### config.mk
export PLATFORM = sky130hd
export DESIGN_NAME = spi_master_seq
export DESIGN_NICKNAME = d
export VERILOG_FILES = /design/src/rtl/spi_pkg.sv /design/src/rtl/spi_fifo.sv /design/src/rtl/spi_master_seq.sv
export SDC_FILE = /design/constraint.sdc
export NUM_CORES = 1
export LEC_CHECK = 0
export CORE_ASPECT_RATIO = 1.2
export CORE_MARGIN = 2
export CORE_UTILIZATION = 60
export DETAILED_ROUTE_END_ITERATION = 16
export PLACE_DENSITY = 0.85
export SLEW_MARGIN = 10
export SYNTH_ARGS = -nofsm -noshare
export SYNTH_HDL_FRONTEND = slang
export SYNTH_HIERARCHICAL = 1
export SYNTH_SLANG_ARGS = --single-unit
export TNS_END_PERCENT = 10
### constraint.sdc
create_clock -name clk -period 4.4 [get_ports clk]
set_input_delay 0.66 -clock clk [delete_from_list [all_inputs] [get_ports clk]]
set_output_delay 0.66 -clock clk [all_outputs]
set_load 0.1 [all_outputs]
### src/rtl/spi_pkg.sv
// spi_pkg: sequencer FSM states and the queue pointer width helper
package spi_pkg;
  typedef enum logic [2:0] {IDLE, START, WAIT_LO, WAIT_HI, STORE, PAUSE} state_t;
  function automatic int ptr_w(input int depth);
    return $clog2(depth) + 1;
  endfunction
endpackage

### src/rtl/spi_fifo.sv
// spi_fifo: first-word fall-through queue; a pop frees room for a push in the same cycle
module spi_fifo
  import spi_pkg::*;
#(
  parameter int WIDTH = 13,
  parameter int DEPTH = 4
) (
  input  logic             clk,
  input  logic             rst,
  input  logic             push,
  input  logic             pop,
  input  logic [WIDTH-1:0] din,
  output logic [WIDTH-1:0] dout,
  output logic             full,
  output logic             empty
);
  localparam int PW = ptr_w(DEPTH);
  localparam int AW = PW - 1;
  logic [WIDTH-1:0] mem [DEPTH];
  logic [PW-1:0] wp, rp;
  logic do_push, do_pop;
  assign empty = wp == rp;
  assign full = (wp[AW] != rp[AW]) && (wp[AW-1:0] == rp[AW-1:0]);
  assign do_pop = pop && !empty;
  assign do_push = push && (!full || do_pop);
  assign dout = mem[rp[AW-1:0]];
  always_ff @(posedge clk or negedge rst)
    if (!rst) begin
      wp <= '0;
      rp <= '0;
    end else begin
      if (do_push) wp <= wp + PW'(1);
      if (do_pop) rp <= rp + PW'(1);
    end
  always_ff @(posedge clk)
    if (do_push) mem[wp[AW-1:0]] <= din;
endmodule

### src/rtl/spi_master_seq.sv
// spi_master_seq: feeds queued words to an external SPI master and queues its replies
module spi_master_seq
  import spi_pkg::*;
#(
  parameter int WIDTH = 13,
  parameter int DEPTH = 4,
  parameter int GAP   = 2
) (
  input  logic             clk,
  input  logic             rst,
  input  logic             wr_en,
  input  logic [WIDTH-1:0] wr_dat,
  output logic             tx_full,
  input  logic             rd_en,
  output logic [WIDTH-1:0] rd_dat,
  output logic             rx_empty,
  output logic             st,
  output logic [WIDTH-1:0] mtx_dat,
  input  logic             load,
  input  logic [WIDTH-1:0] mrx_dat,
  output logic             busy,
  output logic             err,
  input  logic             clr_err
);
  localparam int CW = $clog2(GAP + 1);
  state_t state;
  logic [CW-1:0] cnt;
  logic [WIDTH-1:0] tx_head;
  logic tx_empty, rx_full, store, ovf;
  assign store = state == STORE;
  assign mtx_dat = tx_empty ? '0 : tx_head;
  assign ovf = (wr_en && tx_full && !store) || (store && rx_full && !rd_en);
  spi_fifo #(.WIDTH(WIDTH), .DEPTH(DEPTH)) u_tx (
    .clk(clk), .rst(rst), .push(wr_en), .pop(store), .din(wr_dat),
    .dout(tx_head), .full(tx_full), .empty(tx_empty)
  );
  spi_fifo #(.WIDTH(WIDTH), .DEPTH(DEPTH)) u_rx (
    .clk(clk), .rst(rst), .push(store), .pop(rd_en), .din(mrx_dat),
    .dout(rd_dat), .full(rx_full), .empty(rx_empty)
  );
  // st and busy are registered from the next-state decision
  always_ff @(posedge clk or negedge rst)
    if (!rst) begin
      state <= IDLE;
      cnt <= '0;
      st <= 1'b0;
      busy <= 1'b0;
      err <= 1'b0;
    end else begin
      err <= ovf || (err && !clr_err);
      st <= state == IDLE && !tx_empty;
      busy <= !((state == IDLE && tx_empty) || (state == PAUSE && cnt == '0));
      case (state)
        IDLE:    if (!tx_empty) state <= START;
        START:   state <= WAIT_LO;
        WAIT_LO: if (!load) state <= WAIT_HI;
        WAIT_HI: if (load) state <= STORE;
        STORE: begin
          state <= PAUSE;
          cnt <= CW'(GAP - 1);
        end
        PAUSE:   if (cnt == '0) state <= IDLE; else cnt <= cnt - CW'(1);
        default: state <= IDLE;
      endcase
    end
endmodule
---- Word-level counts from Yosys, hierarchy flattened ----
Memories as Yosys holds them, arrays and structs flattened.
Cells that the tools add are included.
word-level totals
  bits in writable memories ............... 104
  register bits ........................... 20
  input bits .............................. 32
  memories ................................ 2
memory list
  memory    depth  width  read ports  clocked after Yosys merged registers in  write ports  line            source
  u_rx.mem  4      13     1           0                                        1            spi_fifo.sv:19  logic [WIDTH-1:0] mem [DEPTH];
  u_tx.mem  4      13     1           0                                        1            spi_fifo.sv:19
operators by class
  add/subtract/negate cells ............... 5
  equal/unequal tests ..................... 16
  mux-type cells .......................... 12
  reduce and logical (&&, ||, !) cells .... 32
operators by type and width
  operator               count
  $pmux W3 S6            1
  $logic_and A1 B1 Y1    14
  $mux W13               1
  $add A3 B1 Y3 const B  4
  $mux W3                4
  $logic_not A1 Y1       8
  $ne A2 B2 Y1 const B   4
  $eq A3 B2 Y1 const B   2
  $eq A3 B3 Y1           2
  $eq A3 B3 Y1 const B   2
  $logic_or A1 B1 Y1     5
  $eq A2 B2 Y1           2
  $mux W1                4
  $pmux W2 S2            1
  $reduce_and A4 Y1      1
  $eq A3 B1 Y1 const B   1
  $logic_not A3 Y1       1
  $logic_not A2 Y1       1
  $mux W2                1
  $ne A1 B1 Y1           2
  $ne A2 B1 Y1 const B   1
  $reduce_and A2 Y1      1
  $reduce_bool A2 Y1     1
  $sub A2 B1 Y2 const B  1

---- Longest topological paths before layout ----
Gate-level depths: netlist of the first run.
  depth in word-level cells ............... 7
  depth in mapped cells ................... 8

---- Hierarchy ----
The synthesis of the first run kept the hierarchy.
modules (own cells, without submodules)
  module           cells each  seq. area each (sq um)  area an instance (sq um)  times used
  spi_fifo (u_rx)  112         1711.6                  2354.8                    1
  spi_fifo (u_tx)  116         1711.6                  2336.0                    1
  spi_master_seq   55          200.2                   518.0                     1

---- Least setup slack after synthesis of the first run ----
Ideal clock, no wire load.
  kind .................................... reg-to-output
  start point ............................. register u_rx.rp[1]
  end point ............................... output port rx_empty
  arrival time ............................ 2863 ps
  path slack .............................. 877 ps
  stages on the path, launching flop included .. 5
  cell sequence ........................... dfrtp_1 buf_2 xor2_1 buf_2 nor3_1
on the way
  longest elaborated chain between the ends .. 1
ends and longest elaborated chain
  item                    line                  source
  from (decl)             spi_fifo.sv:20        logic [PW-1:0] wp, rp;
  from (signal assigned)  spi_fifo.sv:33        if (do_pop) rp <= rp + PW'(1);
  $eq A3 B3 Y1            spi_fifo.sv:22        assign empty = wp == rp;
  to (decl)               spi_master_seq.sv:16  output logic rx_empty,
No other way between the ends.

---- Final worst setup path of the first run ----
  start point ............................. register u_rx.rp[0]
  end point ............................... output port rd_dat[0]
on the way
  longest elaborated chain between the ends .. 1
ends and longest elaborated chain
  item            line                  source
  $mem_v2 Z4 W13  --
  to (decl)       spi_master_seq.sv:15  output logic [WIDTH-1:0] rd_dat,
No other way between the ends.

==> qor.yml, run 1 <==
status:
  status: "finished, final reports clean"
yosys:
  synthCells: 283
  synth_edf_count: 104
  yosysTopAreaCell: "edfxtp_1"
  synth.area.top_cells: "edfxtp_1 (60%), mux4_2 (9.9%), dfrtp_1 (9.6%)"
  synth_most_common_cell: "edfxtp_1"
  synth-seq-cells: 124
  synth-async-reset-ratio_pct: 16.13
  synth_warnings: 6
  synth.net_count: 326
  syn_avg_cell_area_um2: 18.41
  synth_top_cell_area_share_pct: 59.96
  ys_seq_area_share_pct: 69.57
  synth_ff_type: "edfxtp_1"
  yosysUniqueCellTypes: 50
  yosys-top-cells-count: "edfxtp_1 (104), mux4_2 (23), dfrtp_1 (20)"
  synth_area_um2: 5209
clocking:
  post_cts_resized: 0
  postCtsSetupBuffers: 0
  htree_num_levels: 4
  cts_tree: "built"
  cts.clk_slew.worst_paths_ns: 0.06
  cts_buffers: 17
  clock-sinks: 124
  root_buffer: "clkbuf_8"
  ctsHoldBuffers: 0
  clk_latency_ns: 0.51
  max-clock-path-buffers: 2
worst_hold_path:
  min_to: "cnt[0]"
  hold_class: "reg -> reg"
  hold_path_depth: 1
  worstHoldStart: "cnt[0]"
sta:
  maxSlewHeadroom_pct: 34.74
  finalHoldViolations: 0
  hold_ws_ns: 0.4848
  final_max_slew_viol_count: 0
  tightestPinTransition_ns: 0.9758
  rsz0062_at_grt: "no"
  fin_crit_sh_pct: 83.39
  clock_skew_ns: 0.007131
  fin_setup_tns_ns: 0
  period_needed_ns: 3.669
  clock.fmax_mhz: 272.5
  setup_viol: 0
route:
  dr.pass1.iters: 4
  ant_nets: 0
  wire_per_inst_um: 18.85
  drt_iter0_markers: 210
  vias: 2771
  avgViaCountPerCell: 5.761
  wl_um: 9068
  drc_errors: 0
placement:
  gp_congestion: 0.7867
  place.detailed.hpwl_um: 5732
  io_buffers: 62
critical_path:
  required_ns: 3.74
  arrival_ns: 3.01
  crit_fanout: 14
  cp-end-kind: "primary output"
  critical_path_class: "reg -> out"
  r2r_cells: 3
  timing.rr.start: "u_tx/rp[1]"
  worstReg2RegEnd: "u_tx/mem[0][4]"
  r2r_slack_ns: 1.71
  start_kind: "register"
job:
  cap_violations: 0
grt:
  met2_usage_pct: 36.09
  track_usage_pct: 21.75
  use_met3_pct: 6.366
  grt_pass1_wl_um: 14650
  antenna_found_initial: 0
  grt_max_degree: 21
  met1_usage_pct: 25.88
  grt_pass1_vias: 2888
  gr-max-usage-layer: "met2"
  grt_overflow: 0
die:
  core_area_um2: 8518
  fp.dieW_um: 89.06
  ios: 63
  die_h_um: 106.1
  dieArea_um2: 9446
  rows: 37
  start_util_pct: 61.15
final_layout:
  finalNetCount: 394
  drive_gt1_share_pct: 22.80
  diodes: 0
  areaGrowthSynthToFinish_pct: 24.45
[cells by family after synthesis]
logic type,count (synthesis),synth area share (%)
fa+ha+maj,11,2.642
compound gates,28,4.300
mux,30,12.32
xor+xnor,11,2.210
buf+inv,27,2.690
flops,124,69.57
simple gates,52,6.270
[how the worst max path moves through the flow]
stage	start	to	cells after the start	slack, ns
global route	u_tx/rp[1]	mtx_dat[12]	6	0.56
detailed placement	u_rx/rp[0]	rd_dat[0]	2	1.22
global placement	u_rx/rp[0]	rd_dat[0]	2	1.25
CTS	u_rx/rp[0]	rd_dat[0]	2	0.65
finish	u_rx/rp[0]	rd_dat[0]	2	0.73
floorplan	u_rx/rp[1]	rx_empty	4	0.88
[metrics by stage]
stage / worst slack, ns / std cells / area, um2 / util, %
2_1_floorplan: 0.8770 / 283 / 5209 / -
3_3_place_gp: 1.245 / 449 / 5864 / 68.85
3_5_place_dp: 1.217 / 449 / 5864 / 68.85
4_1_cts: 0.6546 / 481 / 6482 / 76.10
5_1_grt: 0.5575 / 481 / 6482 / 76.10
6_report: 0.7307 / 481 / 6482 / 76.10
[final cells by class]
type,count,area (um2)
Clock buffer,22,452.9
Clock inverter,10,165.2
Fill cell,485,2036
Inverter,11,43.79
Multi-Input combinational cell,132,1445
Sequential cell,124,3623
Tap cell,117,146.4
Timing Repair Buffer,65,605.6
[critical path, cell delays in order (launching register included)]
cell and delay [ns]:
dfrtp_1 0.86, mux4_1 0.65, clkdlybuf4s50_1 0.99
[layer usage]
| layer | vias up | part of all wire, % | wire [um] |
|---|---|---|---|
| met2 | 105 | 55 | 4965 |
| met1 | 1386 | 38 | 3470 |
| met4 | 0 | 1.7 | 150 |
| met3 | 17 | 5.3 | 481 |
| met5 | - | 0 | 0 |
| li1 | 1263 | - | - |
[registers in the layout, indices dropped and copies added, names as in the netlist]
| name | cells |
|---|---|
| u_rx/mem | 52 |
| u_tx/mem | 52 |
| state | 3 |
| u_rx/rp | 3 |
| u_rx/wp | 3 |
| u_tx/rp | 3 |
| u_tx/wp | 3 |
| cnt | 2 |
| busy | 1 |
| err | 1 |
| st | 1 |
[cells in the final DEF, fill, tap and decap left out, types with 3 or more instances in the layout]
master	synthesis	final
mux4_2	23	23
buf_4	1	18
mux4_1	3	3
o211ai_1	3	3
or4_1	3	3
bufinv_16	0	4
o21ai_0	3	3
nand2_1	7	7
clkbuf_16	0	16
dfrtp_1	20	20
o31ai_1	3	3
xnor2_1	5	5
xor2_1	5	5
o311ai_0	4	4
clkinvlp_4	0	3
clkdlybuf4s50_1	0	47
nor2_1	5	5
clkbuf_8	0	3
clkbuf_1	3	3
ha_1	11	11
nor3_1	3	3
a31oi_1	3	3
and3_1	6	6
inv_1	10	10
edfxtp_1	104	104
nor2b_1	11	11
Power of run 1 is left out: the tool's default activity adds up to more than one toggle a clock period on the data nets, which glitch-free logic cannot reach.
==> run 2, diff against run 1 <==
--- a/config.mk
+++ b/config.mk
@@ -7,9 +7,9 @@
 export LEC_CHECK = 0
 export CORE_ASPECT_RATIO = 1.2
 export CORE_MARGIN = 2
-export CORE_UTILIZATION = 60
+export CORE_UTILIZATION = 55
 export DETAILED_ROUTE_END_ITERATION = 16
-export PLACE_DENSITY = 0.85
+export PLACE_DENSITY = 0.79
 export SLEW_MARGIN = 10
 export SYNTH_ARGS = -nofsm -noshare
 export SYNTH_HDL_FRONTEND = slang
==> constraint.sdc (replaced) <==
create_clock -name clk -period 3.6 [get_ports clk]
set_input_delay 0.54 -clock clk [delete_from_list [all_inputs] [get_ports clk]]
set_output_delay 0.54 -clock clk [all_outputs]
set_load 0.1 [all_outputs]
==> run 2 against run 1 <==
Against the previous run: register-to-register slack lost 0.75 ns; wire length grew 2.2%; die area grew 8.7%; critical path depth grew 4; largest cell class unchanged; non-clock buffer count grew 2; core utilization shrank 4.5 points; setup slack lost 0.28 ns; clock-buffer cell count shrank 5; cell area grew 0.89%; clock skew grew 0.0068 ns.
==> qor.yml, run 2 (synthesis results as in run 1) <==
status:
  status: "finished, final reports clean"
die:
  dieArea_um2: 10270
  ios: 63
  rows: 38
  start_util_pct: 57.06
  core_area_um2: 9129
  die_h_um: 110.6
  fp.dieW_um: 92.84
grt:
  grt_max_degree: 21
  grt_pass1_vias: 2949
  grt_overflow: 0
  track_usage_pct: 20.18
  antenna_found_initial: 0
  grt_pass1_wl_um: 15110
clocking:
  cts_tree: "built"
  root_buffer: "clkbuf_8"
  post_cts_resized: 0
  cts_buffers: 17
  cts.clk_slew.worst_paths_ns: 0.06
  max-clock-path-buffers: 2
  htree_num_levels: 4
  postCtsSetupBuffers: 0
  clk_latency_ns: 0.52
  ctsHoldBuffers: 0
  clock-sinks: 124
sta:
  rsz0062_at_grt: "no"
  clock_skew_ns: 0.01393
  maxSlewHeadroom_pct: 35.52
  fin_setup_tns_ns: 0
  final_max_slew_viol_count: 0
  finalHoldViolations: 0
  finalWorstSetupSlack_ns: 0.4533
  period_needed_ns: 3.147
  setup_viol: 0
  fin_crit_sh_pct: 87.41
  clock.fmax_mhz: 317.8
  tightestPinTransition_ns: 0.9642
placement:
  dp_slack_ns: 0.9760
  numPlacedInstances: 454
  gp_congestion: 0.7459
  place.detailed.hpwl_um: 5962
  io_buffers: 62
worst_hold_path:
  hold_class: "reg -> reg"
final_layout:
  finalNetCount: 396
  diodes: 0
  areaGrowthSynthToFinish_pct: 25.56
  final_common_cell: "edfxtp_1"
  final_cells: 486
  fillerInstances: 599
  layout_common_cells: "edfxtp_1 (104), clkdlybuf4s50_1 (34), mux4_2 (23), dfrtp_1 (20), buf_4 (20)"
  final_util_pct: 71.64
  drive_gt1_share_pct: 27.32
job:
  cap_violations: 0
route:
  ant_nets: 0
  wl_um: 9270
  drc_errors: 0
  dr.pass1.iters: 4
  avgViaCountPerCell: 5.702
  wire_per_inst_um: 19.07
  vias: 2771
  drt_iter0_markers: 183
critical_path:
  cp-end-kind: "primary output"
  crit_fanout: 12
  required_ns: 3.06
  start_kind: "register"
  arrival_ns: 2.61
  critical_path_class: "reg -> out"
[run 2: changes by cell type in the layout (fill, tap and decap cells not counted), moves of 2 or more]
cell	before	now
bufinv_16	4	0
buf_12	0	13
clkdlybuf4s50_1	47	34
clkbuf_1	3	0
inv_6	0	7
clkinvlp_4	3	5
clkinv_4	2	0
buf_4	18	20
clkbuf_8	3	1
[run 2: per-layer routing]
| layer | global-route usage [%] | vias up | share of wire, % |
|---|---|---|---|
| met3 | 7.299 | 11 | 4.9 |
| met2 | 33.86 | 85 | 54 |
| met5 | 0 | - | 0 |
| li1 | - | 1266 | - |
| met1 | 23.64 | 1409 | 39 |
| met4 | 7.745 | 0 | 1.4 |
[run 2: through the flow]
stage | area [um2] | hold slack, ns
3_5_place_dp | 6013 | 0.4884
4_1_cts | 6540 | 0.5014
2_1_floorplan | 5209 | 0.2444
3_3_place_gp | 6013 | 0.4738
5_1_grt | 6540 | 0.5309
6_report | 6540 | 0.4956
[run 2: worst paths after layout]
path | startpoint | endpoint | slack (ns) | cells past startpoint
max in group asynchronous | rst | u_rx/wp[0] | 2.45 | 1
min in group asynchronous | rst | cnt[0] | 0.55 | 1
hold / removal | cnt[0] | cnt[0] | 0.50 | 1
hold reg to reg | cnt[0] | cnt[0] | 0.50 | 1
setup / recovery | u_tx/wp[1] | mtx_dat[9] | 0.45 | 6
setup reg to reg | u_rx/rp[1] | u_rx/mem[1][0] | 0.96 | 3
[run 2: critical path, stage by stage (launching register included)]
cell     delay, ns
dfrtp_1       0.44
xor2_1        0.58
or2_2         0.24
nor2_1        0.08
buf_4         0.22
nor2b_1       0.29
buf_12        0.22
[run 2: layout make-up]
cell class | instances | area, um2 | area share (%)
clock buffer | 17 | 414.1 | 6.333
clock inverter | 15 | 112.6 | 1.722
inverter | 11 | 43.79 | 0.6696
multi-input combinational | 132 | 1445 | 22.10
sequential | 124 | 3623 | 55.40
tap | 120 | 150.1 | 2.296
timing repair buffer | 67 | 750.7 | 11.48
Power of run 2 is left out for the same reason.
==> patch: new RTL, config.mk and constraints of run 2 <==
Change the parameter `GAP` from 2 to 1.
--- a/src/rtl/spi_master_seq.sv
+++ b/src/rtl/spi_master_seq.sv
@@ -4,7 +4,7 @@
 #(
   parameter int WIDTH = 13,
   parameter int DEPTH = 4,
-  parameter int GAP   = 2
+  parameter int GAP   = 1
 ) (
   input  logic             clk,
   input  logic             rst,
Function: changed (Yosys sat finds a counterexample within 10 cycles, from zero or initial values and one cycle with rst low).
==> patch against run 2 <==
- wire length fell by 2.0%
- final area shrank 1.3%
- sequential share of layout area down 0.067 points
- utilization up 0.22 points
- count of clock-buffer cells in the layout is 2 higher
- register-to-register slack improved by 0.20 ns
- maximum frequency rose by 3.3%
- sequential cell count down 2
- worst setup slack gained 0.10 ns
- non-clock buffer count rose by 1
- area after synthesis fell by 3.3%
- critical path depth unchanged
Power is left out: the tool's default activity adds up to more than one toggle a clock period on the data nets, which glitch-free logic cannot reach.
==> patch: results (changes against run 2) <==
Status
  – Outcome: finished, final reports clean

Synth
  – Register area share after synthesis: 71.0% (+1.4 points)
  – Post-synth cell types: 42 (-16%)
  – Synth top area cells: edfxtp_1 (62%), mux4_2 (12%), dfrtp_1 (8.9%)
  – Synth top cells by count: edfxtp_1 (104), mux4_2 (26), dfrtp_1 (18), nor2b_1 (14), ha_1 (10)

Global route
  – Grt met3 use: 6.15% (-1.1 points)
  – Vias in the first global route: 2,837 (-3.8%)
  – Grt met2 use: 35.9% (+2.0 points)
  – First-pass GRT wire length: 14,300 um (-5.1%)

Cells and area
  – Fin nets: 382 (-3.5%)
  – Layout cells sized above 1: 26.9% (-0.41 points)
  – FILL cells: 527 (-12%)

Placement
  – Final HPWL DP: 5500 um (-7.8%)
  – Pre-CTS WS: 1.06 ns (+0.0799 ns)
  – Gpl congestion: 0.768 (+2.9%)

Setup path
  – Worst reg2reg path depth: 4 (+1)
  – Worst Path Arrival: 2.51 ns (-0.10 ns)
  – Internal reg-to-reg setup slack: 1.16 ns (+0.20 ns)
  – CP Capture Point: mtx_dat[5]
  – Crit path max fanout: 13 (+1)

Detailed routing
  – Vias: 2,655 (-4.2%)
  – DRT iter0 DRCs: 103 (-44%)

Timing
  – Final critical-path required period: 3.05 ns (-0.100 ns)
  – Max Clock Skew: 0.00734 ns (-0.00659 ns)

Hold path
  – Min-delay src: err
  – Hold depth: 2 (+1)
-- patch: cell types whose count changed in the layout (fill, tap and decap cells not counted), sizes merged, moves of 3 or more --
cell	change
o21ai	-3
a21oi	-3
inv	-12
bufinv	+4
-- patch: through the flow --
stage | instances | hold WS (ns)
CTS | 473 | 0.526
detailed placement | 441 | 0.516
finish | 473 | 0.511
global placement | 441 | 0.520
floorplan | 267 | 0.244
global route | 473 | 0.579
-- patch: worst min path at each step --
stage / endpoint
6_report: err
5_1_grt: u_tx/wp[2]
4_1_cts: u_tx/wp[2]
3_5_place_dp: err
3_3_place_gp: st
2_1_floorplan: busy
-- patch: cell type report --
| cell class | count | area, um^2 | share of cell area (%) |
|---|---|---|---|
| clock buffer | 19 | 422 | 6.53 |
| clock inverter | 13 | 176 | 2.73 |
| inverter | 6 | 22.5 | 0.349 |
| multi-input combinational | 125 | 1360 | 21.0 |
| sequential | 122 | 3570 | 55.3 |
| tap | 120 | 150 | 2.33 |
| timing repair buffer | 68 | 758 | 11.7 |
-- patch: routing by layer --
| layer | part of all wire, % | routed length (um) |
|---|---|---|
| met5 | 0 | 0 |
| met4 | 1.3 | 121 |
| met3 | 3.7 | 339 |
| met2 | 56 | 5100 |
| met1 | 39 | 3520 |
-- patch: cell families after synthesis --
kind of cell | count (synthesis) | share of synthesized area, %
buf+inv | 20 | 2.14
simple gates | 51 | 6.04
xor+xnor | 10 | 1.74
compound gates | 23 | 3.93
flops | 122 | 71.0
fa+ha+maj | 10 | 2.48
mux | 31 | 12.7
-- patch: critical path, delay by kind of cell (launching register included) --
kind,cells,cell delay [ns]
and+or+nand+nor,3,0.56
DFF,1,0.43
xor gates and xnor gates,1,0.57
buffers and inverters,2,0.43
